==> src/rtl/fifo_write_arbiter.sv <==
// Round-robin arbiter sharing one buffer write port among NUM_REQ producers (IDLE -> WRITE -> SETTLE).
// Optional macro FIFO_ARB_LOCK_EN adds a per-requester lock input that keeps a burst on one requester.
module fifo_write_arbiter #(
  parameter int NUM_REQ    = 4,
  parameter int DATA_WIDTH = 32
) (
  input  logic                          clk,
  input  logic                          reset_n,
  input  logic [NUM_REQ-1:0]            req,
  input  logic [NUM_REQ*DATA_WIDTH-1:0] req_data,
`ifdef FIFO_ARB_LOCK_EN
  input  logic [NUM_REQ-1:0]            lock,
`endif
  output logic [NUM_REQ-1:0]            ack,
  input  logic                          fifo_full,
  output logic                          fifo_wr_en,
  output logic [DATA_WIDTH-1:0]         fifo_wr_data,
  output logic [$clog2(NUM_REQ)-1:0]    grant_id,
  output logic                          busy
);

  localparam int GW = $clog2(NUM_REQ);

  typedef enum logic [1:0] {IDLE, WRITE, SETTLE} state_t;

  state_t                 state_q, state_d;
  logic [GW-1:0]          last_q, last_d;
  logic                   wr_en_q, wr_en_d;
  logic [NUM_REQ-1:0]     ack_q, ack_d;
  logic [DATA_WIDTH-1:0]  data_q, data_d;
  logic [GW-1:0]          grant_q, grant_d;
  logic                   busy_q, busy_d;

  logic                   found;
  logic [GW-1:0]          win;
  logic [GW-1:0]          cand;
  logic                   sel_vld;
  logic [GW-1:0]          sel;
  logic                   hold_c;

  // First requester found scanning upward from the one after last_q.
  always_comb begin
    found = 1'b0;
    win   = last_q;
    cand  = last_q;
    for (int k = 1; k <= NUM_REQ; k++) begin
      cand = GW'((int'(last_q) + k) % NUM_REQ);
      if (!found && req[cand]) begin
        found = 1'b1;
        win   = cand;
      end
    end
  end

`ifdef FIFO_ARB_LOCK_EN
  logic lock_q, lock_d;
  assign hold_c = lock_q && lock[last_q] && req[last_q];
`else
  assign hold_c = 1'b0;
`endif

  assign sel_vld = hold_c | found;
  assign sel     = hold_c ? last_q : win;

  always_comb begin
    state_d = state_q;
    last_d  = last_q;
    wr_en_d = 1'b0;
    ack_d   = '0;
    data_d  = data_q;
    grant_d = grant_q;
`ifdef FIFO_ARB_LOCK_EN
    lock_d  = lock_q;
`endif
    case (state_q)
      IDLE: begin
`ifdef FIFO_ARB_LOCK_EN
        // A lock survives only while its owner keeps both lock and req high.
        lock_d = hold_c;
`endif
        if (sel_vld && !fifo_full) begin
          state_d    = WRITE;
          wr_en_d    = 1'b1;
          ack_d[sel] = 1'b1;
          data_d     = req_data[int'(sel)*DATA_WIDTH +: DATA_WIDTH];
          grant_d    = sel;
          last_d     = sel;
`ifdef FIFO_ARB_LOCK_EN
          lock_d     = lock[sel];
`endif
        end
      end
      WRITE:   state_d = SETTLE;
      SETTLE:  state_d = IDLE;
      default: state_d = IDLE;
    endcase
    busy_d = (state_d != IDLE);
  end

  always_ff @(posedge clk or negedge reset_n) begin
    if (!reset_n) begin
      state_q <= IDLE;
      last_q  <= GW'(NUM_REQ - 1);
      wr_en_q <= 1'b0;
      ack_q   <= '0;
      data_q  <= '0;
      grant_q <= '0;
      busy_q  <= 1'b0;
`ifdef FIFO_ARB_LOCK_EN
      lock_q  <= 1'b0;
`endif
    end else begin
      state_q <= state_d;
      last_q  <= last_d;
      wr_en_q <= wr_en_d;
      ack_q   <= ack_d;
      data_q  <= data_d;
      grant_q <= grant_d;
      busy_q  <= busy_d;
`ifdef FIFO_ARB_LOCK_EN
      lock_q  <= lock_d;
`endif
    end
  end

  assign fifo_wr_en   = wr_en_q;
  assign ack          = ack_q;
  assign fifo_wr_data = data_q;
  assign grant_id     = grant_q;
  assign busy         = busy_q;

endmodule

==> config.mk <==
export PLATFORM = sky130hd
export DESIGN_NAME = fifo_write_arbiter
export DESIGN_NICKNAME = d
export VERILOG_FILES = /design/src/rtl/fifo_write_arbiter.sv
export SDC_FILE = /design/constraint.sdc
export NUM_CORES = 1
export LEC_CHECK = 0
export BUFFER_PORTS_ARGS = -buffer_cell sky130_fd_sc_hd__buf_2
export CAP_MARGIN = 40
export CORE_MARGIN = 1.5
export CORE_UTILIZATION = 43
export CTS_BUF_LIST = sky130_fd_sc_hd__clkbuf_4 sky130_fd_sc_hd__clkbuf_8
export CTS_CLUSTER_DIAMETER = 150
export DETAILED_ROUTE_END_ITERATION = 8
export PLACE_DENSITY_LB_ADDON = 0.25
export RECOVER_POWER = 50
export REMOVE_ABC_BUFFERS = 1
export SYNTH_ARGS = -nofsm -noshare
export SYNTH_HDL_FRONTEND = slang
export SYNTH_SLANG_ARGS = --single-unit
==> constraint.sdc <==
create_clock -name clk -period 2.4 [get_ports clk]
set_clock_uncertainty 0.1 [all_clocks]
set_input_delay 0.24 -clock clk [delete_from_list [all_inputs] [get_ports clk]]
set_output_delay 0.24 -clock clk [all_outputs]
set_load 0.1 [all_outputs]
==> flow_metrics.py <==
metrics = {
    "timing": {
        "fmax_mhz": 470,
        "worst_slew_pin_slew_ns": 1.19,
        "period_share_pct": 88.6,
        "setup_violations": 0,
        "rsz0062_at_grt": "no",
        "final_hold_viol_count": 0,
        "slew_headroom_pct": 20.9,
        "fin_crit_ns": 2.13,
        "slew_viol_final": 0,
    },
    "worst_setup_path": {
        "worstPathArrival_ns": 2.18,
        "critPathLaunchType": "register",
        "slowest_delay_ns": 0.60,
        "timing.rr.start": "last_q[1]$_DFFE_PN1P_",
        "worst-setup-path-type": "reg -> reg",
        "crit_buf_inv": 1,
        "cpLargestDelayFamily": "flip-flops",
        "ff2ff_setup_slack_ns": 0.27,
        "r2r-end": "fifo_wr_data[0]$_DFFE_PN0P_",
        "cpMaxStageDelayCell": "dfstp_2",
        "path_max_fanout": 46,
        "r2r_cells": 5,
        "required_ns": 2.46,
        "path_cells": "mux2i_1 -> a221oi_4 -> buf_12 -> mux2i_1 -> o221ai_1",
        "cp-end-kind": "register",
        "cpMostUsedCell": "mux2i_1",
    },
    "placement": {
        "place_area_mm2": 0.00343,
        "detailed_place_hpwl_um": 5130,
        "io_buffers": 174,
        "dp.cells": 457,
        "gp_congestion": 0.790,
    },
    "logic_synthesis": {
        "syn_area_per_cell_um2": 11.5,
        "synth.area.top_cells": "dfrtp_1 (41%), mux2i_1 (26%), o221ai_1 (9.3%), nand2_1 (5.5%), o221ai_2 (3.0%)",
        "yosys-top-cells-count": "mux2i_1 (66), dfrtp_1 (42), nand2_1 (37), o221ai_1 (27)",
        "netlist_instances": 221,
        "synth-edff-count": 0,
        "yosys.cell_count.top_type": "mux2i_1",
        "synth-async-reset-ratio_pct": 100,
        "yosysWarningCount": 0,
        "synth_area_mm2": 0.00254,
        "yosysSeqAreaShare_pct": 43.4,
        "yosys.area.top_type_share_pct": 41.4,
        "ys_types": 25,
        "ys_ff_latch": 44,
        "synth_top_flop_cell": "dfrtp_1",
        "yosysTopAreaCell": "dfrtp_1",
    },
    "clock_network": {
        "htree_levels": 2,
        "clk_pin_slew_ns": 0.08,
        "cts_buffer_depth": 2,
        "cts_buffers": 5,
        "cts_root_buf": "clkbuf_8",
        "tritoncts": "built",
        "clk_latency_ns": 0.29,
        "cts_setup_buffers": 0,
        "numClockSinks": 44,
    },
    "power_and_ir_drop": {
        "comb_power_share_pct": 68.8,
        "leakage_nw": 1.93,
        "clock_power_share_pct": 8.6,
        "swShare_pct": 61.3,
        "p_seq_share_pct": 22.6,
        "vdd_ir_drop_max_uv": 968,
        "switchingPower_mw": 3.38,
        "p_int_mw": 2.14,
        "p_total_mw": 5.52,
        "p_per_area_mw_per_mm2": 1570,
    },
    "global_route": {
        "overflow": 0,
        "grt_pass1_vias": 2268,
        "antenna_found_initial": 0,
        "grt_pass1_wl_um": 10200,
        "grt_max_degree": 47,
        "grtUsageTotal_pct": 20.6,
    },
    "min_path": {
        "hp-start": "req_data[58]",
        "hold_depth": 3,
        "hp-class": "in -> reg",
        "whs_endpoint": "fifo_wr_data[26]$_DFFE_PN0P_",
    },
    "route": {
        "wl_um": 6740,
        "drtPass1Iterations": 4,
        "wl_per_cell_um": 14.5,
        "drt_iter0_markers": 106,
        "ant_nets": 0,
        "drc": 0,
        "viasPerCell": 5.15,
        "vias": 2400,
    },
    "floorplan": {
        "fp.dieH_um": 79.9,
        "die_area_mm2": 0.00638,
        "initial_utilization_pct": 45.3,
        "die_w_um": 79.9,
        "core_mm2": 0.00561,
        "pin_count": 175,
        "row_count": 27,
    },
    "final_layout": {
        "fin_util_pct": 62.6,
        "layout.nets": 528,
        "design_area_mm2": 0.00351,
        "multi_input_area_mm2": 0.00126,
        "drive_gt1_share_pct": 47.0,
        "diodes": 0,
        "fill_cells": 500,
        "syn2layout_area_growth_pct": 38.1,
        "final-instance-count-excl-fill": 466,
        "regArea_mm2": 0.00110,
    },
    "outcome": {
        "status": "finished clean",
    },
    "flow_run": {
        "drv_cap": 0,
    },
}
==> per-layer routing <==
metal	GRT usage [%]	vias up	wire (um)
met5	0	-	0
met4	4.14	0	23
met3	5.94	2	564
met2	37.0	109	3470
met1	24.3	1119	2680
li1	-	1170	-
==> how the worst max path moves through the flow <==
stage | depth (start not counted) | slack [ns] | end | startpoint
2_1_floorplan | 4 | -3.35 | fifo_wr_data[10]$_DFFE_PN0P_ | last_q[1]$_DFFE_PN1P_
3_3_place_gp | 5 | 0.29 | fifo_wr_data[0]$_DFFE_PN0P_ | last_q[1]$_DFFE_PN1P_
3_5_place_dp | 5 | 0.25 | fifo_wr_data[0]$_DFFE_PN0P_ | last_q[1]$_DFFE_PN1P_
4_1_cts | 5 | 0.24 | fifo_wr_data[0]$_DFFE_PN0P_ | last_q[1]$_DFFE_PN1P_
5_1_grt | 5 | 0.12 | fifo_wr_data[20]$_DFFE_PN0P_ | last_q[0]$_DFFE_PN1P_
6_report | 5 | 0.27 | fifo_wr_data[0]$_DFFE_PN0P_ | last_q[1]$_DFFE_PN1P_
==> what timing repair did <==
item                      CTS  global route
hold endpoints to repair   42             0
gates resized for setup     0             0
hold buffers                1             0
==> stage by stage <==
step                TNS [ns]  hold WS [ns]  setup WS [ns]
floorplan            -122.74        -0.156          -3.35
global placement           0         0.254          0.293
detailed placement         0         0.259          0.253
CTS                        0         0.155          0.236
global route               0         0.159          0.117
finish                     0         0.164          0.274
==> flip-flops by register name, summed over array words and instances, names as in the netlist <==
| register | cells |
|---|---|
| ack | 4 |
| busy | 1 |
| fifo_wr_data | 32 |
| fifo_wr_en | 1 |
| grant_id | 2 |
| last_q | 2 |
| state_q | 2 |
==> power groups by stage <==
stage | clock network (mW) | registers [mW] | logic (mW)
3_3_place_gp | 0 | 1.24 | 3.82
3_5_place_dp | 0 | 1.25 | 3.86
4_1_cts | 0.490 | 1.25 | 3.86
5_1_grt | 0.529 | 1.28 | 3.96
6_report | 0.473 | 1.25 | 3.80
2_1_floorplan | 0 | 3.34 | 1.12
==> worst register-to-register path, stage by stage, from the launching register on <==
cell and delay (ns):
dfstp_2 0.60, mux2i_1 0.13, a221oi_4 0.40, buf_12 0.32, mux2i_1 0.31, o221ai_1 0.14
==> layout make-up <==
cell class,count,share of cell area (%)
Clock buffer,6,2.35
Clock inverter,2,0.285
Inverter,3,0.321
Multi-Input combinational cell,155,36.0
Sequential cell,44,31.5
Tap cell,72,2.57
Timing Repair Buffer,184,27.0
==> cell usage in the layout (no fill, tap or decap), drive strengths merged <==
cell,instances
buf,165
mux2i,66
dfrtp,42
nand2,37
o221ai,32
clkbuf,24
nor2,6
inv,3
a21oi,3
nor2b,2
clkinv,2
dfstp,2
nor3b,1
a221oi,1
and3b,1
or3,1
o31ai,1
nor3,1
o41ai,1
nand2b,1
or2,1
dlygate4sd3,1
==> cell families after synthesis <==
logic type,count (synthesis),share of synthesized area [%]
compound gates,38,14.8
flops,44,43.4
buf+inv,22,7.29
mux,66,26.0
simple gates,51,8.42
Power figures use the tool's default switching activity.
